`config.mk`:
```
export PLATFORM = sky130hd
export DESIGN_NAME = median_tap_feeder
export DESIGN_NICKNAME = d
export VERILOG_FILES = /design/src/rtl/median_feeder_pkg.sv /design/src/rtl/median_tap_delay.sv /design/src/rtl/median_tap_feeder.sv
export SDC_FILE = /design/constraint.sdc
export NUM_CORES = 1
export LEC_CHECK = 0
export ABC_AREA = 1
export BUFFER_PORTS_ARGS = -buffer_cell sky130_fd_sc_hd__buf_2
export CAP_MARGIN = 20
export CORE_UTILIZATION = 54
export DETAILED_ROUTE_END_ITERATION = 10
export MAX_ROUTING_LAYER = met4
export PLACE_DENSITY = 0.77
export SLEW_MARGIN = 20
export SYNTH_ARGS = -nofsm -noshare
export SYNTH_HDL_FRONTEND = slang
export SYNTH_SLANG_ARGS = --single-unit
```
`constraint.sdc`:
```
create_clock -name clk -period 3.8 [get_ports clk]
set_input_delay 0 -clock clk [delete_from_list [all_inputs] [get_ports clk]]
set_output_delay 0 -clock clk [all_outputs]
set_load 0.01 [all_outputs]
```
`src/rtl/median_feeder_pkg.sv`:
```
// Shared types and defaults for the median filter tap feeder.
// Optional build macro: MEDIAN_FEEDER_EDGE_REPLICATE_EN (edge-replicate start of run).
package median_feeder_pkg;

    typedef enum logic [1:0] {
        ST_IDLE   = 2'd0,
        ST_PRIME  = 2'd1,
        ST_STREAM = 2'd2,
        ST_DONE   = 2'd3
    } feeder_state_t;

    localparam int DEFAULT_WIDTH     = 32;
    localparam int DEFAULT_NUM_WORDS = 8533;

endpackage

```
`src/rtl/median_tap_delay.sv`:
```
// Circular delay line of 2*TAP_STRIDE samples with read taps at distance S and 2S.
// MEDIAN_FEEDER_EDGE_REPLICATE_EN: taps not yet filled return the first sample of the run.
module median_tap_delay #(
    parameter int WIDTH      = 32,
    parameter int TAP_STRIDE = 1
) (
    input  logic             clk,
    input  logic             rst_n,
    input  logic             clear,
    input  logic             push,
    input  logic [WIDTH-1:0] push_data,
    output logic [WIDTH-1:0] tap_s,
    output logic [WIDTH-1:0] tap_2s,
    output logic             prime_last
);

    localparam int DEPTH = 2 * TAP_STRIDE;
    localparam int PW    = $clog2(DEPTH);
    localparam int FW    = $clog2(DEPTH + 1);

    localparam logic [PW-1:0] STRIDE_P  = PW'(TAP_STRIDE);
    localparam logic [PW-1:0] WP_LAST   = PW'(DEPTH - 1);
    localparam logic [FW-1:0] FILL_FULL = FW'(DEPTH);
    localparam logic [FW-1:0] FILL_LAST = FW'(DEPTH - 1);

    logic [WIDTH-1:0] mem [DEPTH];
    logic [PW-1:0]    wp;
    logic [PW-1:0]    rp_s;
    logic [FW-1:0]    fill;

    always_ff @(posedge clk) begin
        if (!rst_n || clear) begin
            wp   <= '0;
            fill <= '0;
        end else if (push) begin
            wp <= (wp == WP_LAST) ? '0 : wp + PW'(1);
            if (fill != FILL_FULL) begin
                fill <= fill + FW'(1);
            end
        end
    end

    always_ff @(posedge clk) begin
        if (push) begin
            mem[wp] <= push_data;
        end
    end

    // The 2S-old sample sits exactly at wp, about to be overwritten by this push.
    always_comb begin
        rp_s = (wp >= STRIDE_P) ? wp - STRIDE_P : wp + STRIDE_P;
    end

    assign prime_last = (fill == FILL_LAST);

`ifdef MEDIAN_FEEDER_EDGE_REPLICATE_EN
    localparam logic [FW-1:0] FILL_S = FW'(TAP_STRIDE);

    logic [WIDTH-1:0] first_q;
    logic [WIDTH-1:0] first;

    always_ff @(posedge clk) begin
        if (!rst_n) begin
            first_q <= '0;
        end else if (push && fill == '0) begin
            first_q <= push_data;
        end
    end

    always_comb begin
        first  = (fill == '0) ? push_data : first_q;
        tap_s  = (fill >= FILL_S) ? mem[rp_s] : first;
        tap_2s = (fill == FILL_FULL) ? mem[wp] : first;
    end
`else
    always_comb begin
        tap_s  = mem[rp_s];
        tap_2s = mem[wp];
    end
`endif

endmodule

```
`src/rtl/median_tap_feeder.sv`:
```
// Turns one sample stream into aligned {x[n], x[n-S], x[n-2S]} triples for the median filter.
// MEDIAN_FEEDER_EDGE_REPLICATE_EN: skip priming, replicate the first sample into unfilled taps.
module median_tap_feeder
    import median_feeder_pkg::*;
#(
    parameter int WIDTH      = DEFAULT_WIDTH,
    parameter int NUM_WORDS  = DEFAULT_NUM_WORDS,
    parameter int TAP_STRIDE = 1
) (
    input  logic             clk,
    input  logic             rst_n,
    input  logic             start,
    input  logic [WIDTH-1:0] pix_data,
    input  logic             pix_valid,
    output logic             pix_ready,
    output logic [WIDTH-1:0] in0_in_data,
    output logic [WIDTH-1:0] in1_in_data,
    output logic [WIDTH-1:0] in2_in_data,
    output logic             tap_valid,
    input  logic             tap_ready,
    output logic             done
);

    localparam int CW = $clog2(NUM_WORDS + 1);
    localparam logic [CW-1:0] CNT_LAST = CW'(NUM_WORDS - 1);
    localparam logic [CW-1:0] CNT_FULL = CW'(NUM_WORDS);

    feeder_state_t    state;
    feeder_state_t    next_state;
    logic [CW-1:0]    emit_cnt;
    logic [CW-1:0]    load_cnt;
    logic             accept;
    logic             take;
    logic             start_ok;
    logic             prime_last;
    logic [WIDTH-1:0] tap_s;
    logic [WIDTH-1:0] tap_2s;

    // pix side: accept = pix_valid & pix_ready; tap side: take = tap_valid & tap_ready.
    assign accept   = pix_valid & pix_ready;
    assign take     = tap_valid & tap_ready;
    assign start_ok = start & ((state == ST_IDLE) | (state == ST_DONE));

    median_tap_delay #(
        .WIDTH      (WIDTH),
        .TAP_STRIDE (TAP_STRIDE)
    ) u_delay (
        .clk        (clk),
        .rst_n      (rst_n),
        .clear      (start_ok),
        .push       (accept),
        .push_data  (pix_data),
        .tap_s      (tap_s),
        .tap_2s     (tap_2s),
        .prime_last (prime_last)
    );

    always_ff @(posedge clk) begin
        if (!rst_n) begin
            state <= ST_IDLE;
        end else begin
            state <= next_state;
        end
    end

    always_comb begin
        next_state = state;
        case (state)
            ST_IDLE, ST_DONE: begin
                if (start) begin
`ifdef MEDIAN_FEEDER_EDGE_REPLICATE_EN
                    next_state = ST_STREAM;
`else
                    next_state = ST_PRIME;
`endif
                end
            end
            ST_PRIME: begin
                if (accept && prime_last) begin
                    next_state = ST_STREAM;
                end
            end
            ST_STREAM: begin
                if (take && emit_cnt == CNT_LAST) begin
                    next_state = ST_DONE;
                end
            end
            default: next_state = ST_IDLE;
        endcase
    end

    // The load cap stops the stream from taking samples beyond the last triple of the run.
    always_comb begin
        pix_ready = 1'b0;
        done      = 1'b0;
        case (state)
            ST_PRIME:  pix_ready = 1'b1;
            ST_STREAM: pix_ready = (!tap_valid || tap_ready) && (load_cnt != CNT_FULL);
            ST_DONE:   done      = 1'b1;
            default:   pix_ready = 1'b0;
        endcase
    end

    always_ff @(posedge clk) begin
        if (!rst_n) begin
            in0_in_data <= '0;
            in1_in_data <= '0;
            in2_in_data <= '0;
            tap_valid   <= 1'b0;
            emit_cnt    <= '0;
            load_cnt    <= '0;
        end else if (start_ok) begin
            emit_cnt <= '0;
            load_cnt <= '0;
        end else if (state == ST_STREAM) begin
            if (accept) begin
                in0_in_data <= pix_data;
                in1_in_data <= tap_s;
                in2_in_data <= tap_2s;
                tap_valid   <= 1'b1;
                load_cnt    <= load_cnt + CW'(1);
            end else if (take) begin
                tap_valid <= 1'b0;
            end
            if (take) begin
                emit_cnt <= emit_cnt + CW'(1);
            end
        end
    end

endmodule

```
==> out/summary.md <==
The flow ran to the end, and the final reports show no timing, DRC or antenna violations. In the synthesized netlist, the number of instances is 939. The largest voltage drop on the vdd net is 0.322 mV. After detailed routing, the number of vias per cell comes to 5.14. Measured along the x axis, the die boundary spans 123 µm. The worst setup path is of the flip-flop to flip-flop kind.

The maximum fanout encountered on the critical timing path is 59, and the worst endpoint data arrival time is 3.06 ns. The floorplan step set the die height to 123 µm. The tools report the area of the core as 14100 µm².

The tools report the count of cell types in the netlist as 28. The critical path required time was 4.13 ns. The highest achievable clock rate came out at 366 MHz.

The detailed-route DRC error count is 0. Fill cells in the final layout number 1158. The number of global-route vias before repair was 5774. Once layout is done, the placed cells without fillers occupy 9520 µm².

For the antenna diode instance count, the log shows 0. The switching share of power was 26.8%; the total number of clock tree sinks was 194. The worst-case clock buffer depth came out at 2. The register cell area after layout is 4530 µm². The share of the cycle needed by the critical path after routing is 71.9%, and the power density of the placed cells is 487 nW/µm². The max-slew violation count came out at 0.

TritonCTS built the clock tree. Clock tree synthesis inserted a total of 17 buffers. The final count of hold timing violations was 0; the total of buffers placed on input and output ports was 135. The cell area that synthesis handed to floorplanning was 7900 µm². The synthesis-stage register bit count was 194.

Summing over every cut layer, the via total after detailed routing is 6570. The worst hold path belongs to the class input pin to flip-flop. Each instance of the synthesized netlist takes up on average 8.41 µm². The setup check on the worst reg-to-reg path leaves a slack of 1.07 ns.

Setup violations remaining at the end of the flow were counted as 0. The later pin in the worst-skew pair is clocked with a latency of 0.43 ns. Global routing used 24.7% of the available tracks. The wire length of the first global-routing pass came out at 27800 µm. Type of origin of the critical path: a flip-flop.

When the netlist entered floorplanning its net count stood at 986. For the pin with the worst max-slew slack, the measured transition is 1.02 ns. The logs give 67.6% for the final core utilization and 8650 µm² for the post-placement cell area. The area taken by multi-input logic gates was 2870 µm²; the H-tree level count was 4.

The number of cells traversed by the worst register-to-register path is 11, and the hold-fix buffer count after cts is 34. Detailed placement ended at an HPWL of 10900 µm. The first routing iteration left 542 violations. The internal portion of the total power is 3.39 mW. On the final layout, the worst clock skew is 0.00754 ns. At the end of routability-driven placement, the weighted congestion stood at 0.880.

For the number of top-level pins, the log shows 136. Across all setup checks in the final design, the least slack found is 1.07 ns. After detailed routing, the total wire length is 17700 µm.

The final global-route overflow total is 0. The routed design could run at a clock period as short as 2.73 ns. The leakage power came out at 3.77 nW. The part of the power in registers came out at 50.2%. For the remaining antenna violation count after routing, the log shows 0. Setup repair after global routing left no endpoint under its margin.

The clock-pin slew on the worst setup and hold paths works out to 0.06 ns. The tightest hold path in the finished design has a slack of 0.0380 ns. Once the clock tree was built, the setup fixing pass inserted 0 buffers.

The root buffer cell was clkbuf_16. Most used flip-flop cell after synthesis: dfxtp_1. The worst pin sits at a relative slew slack of 31.8%. The share of total power dissipated in the clock network is 35.6%. Dividing the detail-routed wire length by the instance count gives 13.8 µm. For this run, the number of Yosys warnings is 0. The share of synthesized registers carrying an async set or reset is 0%. The number of nets in the layout is 1132, and the reported net switching power is 1.24 mW. Timing analysis after detailed placement gives a worst setup slack of 1.12 ns. The share of the yosys chip area belonging to registers is 57.3%, and the initial cell density of the core is 56.0%. The depth of the worst hold-timing path works out to 6. The tools report the area of the die as 15100 µm². The combinational group share of total power is 14.2%.

The number of flops mapped to enable cells by yosys came out at 64. The row count is 43, and the max-capacitance violation count is 0. Gates resized during post-CTS repair numbered 0. The post-route netlist has 18.2% of its cells at a drive strength greater than 1. STA classifies the critical path endpoint as a flip-flop. Relative to the synthesized area, the layout overhead comes to 20.6%.

The initial antenna violation count was 0; the sum of negative setup slack was 0 ns. The maximum number of pins on one net before global-route repair was 72; the detailed-router iteration count before antenna repair was 5.
-- synth_stat cells, types with 2 or more instances --
master / n / area [µm²]
ha_1: 10 / 125
nor3_1: 11 / 55.1
xor2_1: 8 / 70.1
nand2_2: 11 / 68.8
xnor2_1: 3 / 26.3
edfxtp_1: 64 / 1920
inv_2: 3 / 11.3
a21oi_2: 10 / 87.6
dfxtp_1: 130 / 2600
nand2_1: 319 / 1200
buf_6: 2 / 22.5
buf_2: 20 / 100
clkbuf_1: 22 / 82.6
nand4_1: 3 / 18.8
nand3_1: 16 / 80.1
a21oi_1: 115 / 576
o21ai_0: 73 / 365
inv_1: 72 / 270
nor2_1: 34 / 128
buf_1: 5 / 18.8
-- cells by family (layout without fill, tap and decap cells) --
logic type,after synthesis,after routing,synth area share (%)
XOR/XNOR,11,11,1.22
AND/OR/NAND/NOR,398,398,20.0
flip-flops,194,194,57.3
adder cells (fa/ha/maj),10,10,1.58
buffers and inverters,126,285,6.64
AO/OA/AOI/OAI,200,200,13.2
-- layout make-up --
| cell class | count | share of cell area [%] |
|---|---|---|
| clock buffer | 22 | 4.77 |
| clock inverter | 10 | 0.880 |
| inverter | 76 | 3.02 |
| multi-input combinational | 619 | 30.1 |
| sequential | 194 | 47.5 |
| tap | 180 | 2.36 |
| timing repair buffer | 177 | 11.3 |
-- cell usage in the layout (no fill, tap or decap), types with 16 or more instances in the layout --
cell type | netlist | routed
edfxtp_1 | 64 | 64
nand2_1 | 319 | 319
clkbuf_16 | 0 | 17
inv_1 | 72 | 70
dfxtp_1 | 130 | 129
nor2_1 | 34 | 32
a21oi_1 | 115 | 115
dlygate4sd3_1 | 0 | 34
o21ai_0 | 73 | 73
nand3_1 | 16 | 16
buf_2 | 20 | 135
-- per-stage QoR --
stage	cells	power (mW)
3_5_place_dp	1212	2.99
4_1_cts	1278	4.66
2_1_floorplan	939	2.79
6_report	1278	4.64
5_1_grt	1278	4.85
3_3_place_gp	1212	2.97
-- critical path: stages (launching register included) --
cell and delay [ns]:
dfxtp_1 0.39, inv_1 0.08, ha_1 0.29, inv_1 0.08
nor2_1 0.04, nand2_1 0.09, nand2_1 0.11, nand4_4 0.09
buf_4 0.56, buf_4 0.58, nand2_1 0.12, a21oi_1 0.17
-- state kept, by name (all words and copies together), names as in the netlist, 2 cells and up --
| register | flops |
|---|---|
| state | 2 |
| u_delay.mem | 64 |
| u_delay.fill | 2 |
| in1_in_data | 32 |
| in2_in_data | 32 |
| load_cnt | 14 |
| emit_cnt | 14 |
| in0_in_data | 32 |
-- final timing paths --
kind	start	endpoint
worst max-delay path	state[0]	in2_in_data[31]
worst min-delay path	tap_ready	tap_valid
worst max register to register	state[0]	in2_in_data[31]
worst min register to register	in0_in_data[1]	in0_in_data[1]
-- layer usage --
metal	global-route usage (%)	routed length, µm	vias to the layer above
met3	5.67	957	34
met4	9.83	356	0
met5	-	0	-
met1	30.8	7880	3037
li1	-	-	3330
met2	38.9	8500	169
-- power by group through the flow --
stage / Combinational (mW) / Clock, mW / Sequential [mW]
6_report: 0.656 / 1.65 / 2.33
5_1_grt: 0.743 / 1.77 / 2.34
4_1_cts: 0.657 / 1.67 / 2.33
3_5_place_dp: 0.620 / 0 / 2.37
3_3_place_gp: 0.603 / 0 / 2.37
2_1_floorplan: 0.414 / 0 / 2.38
(Power assumes the default switching activity.)
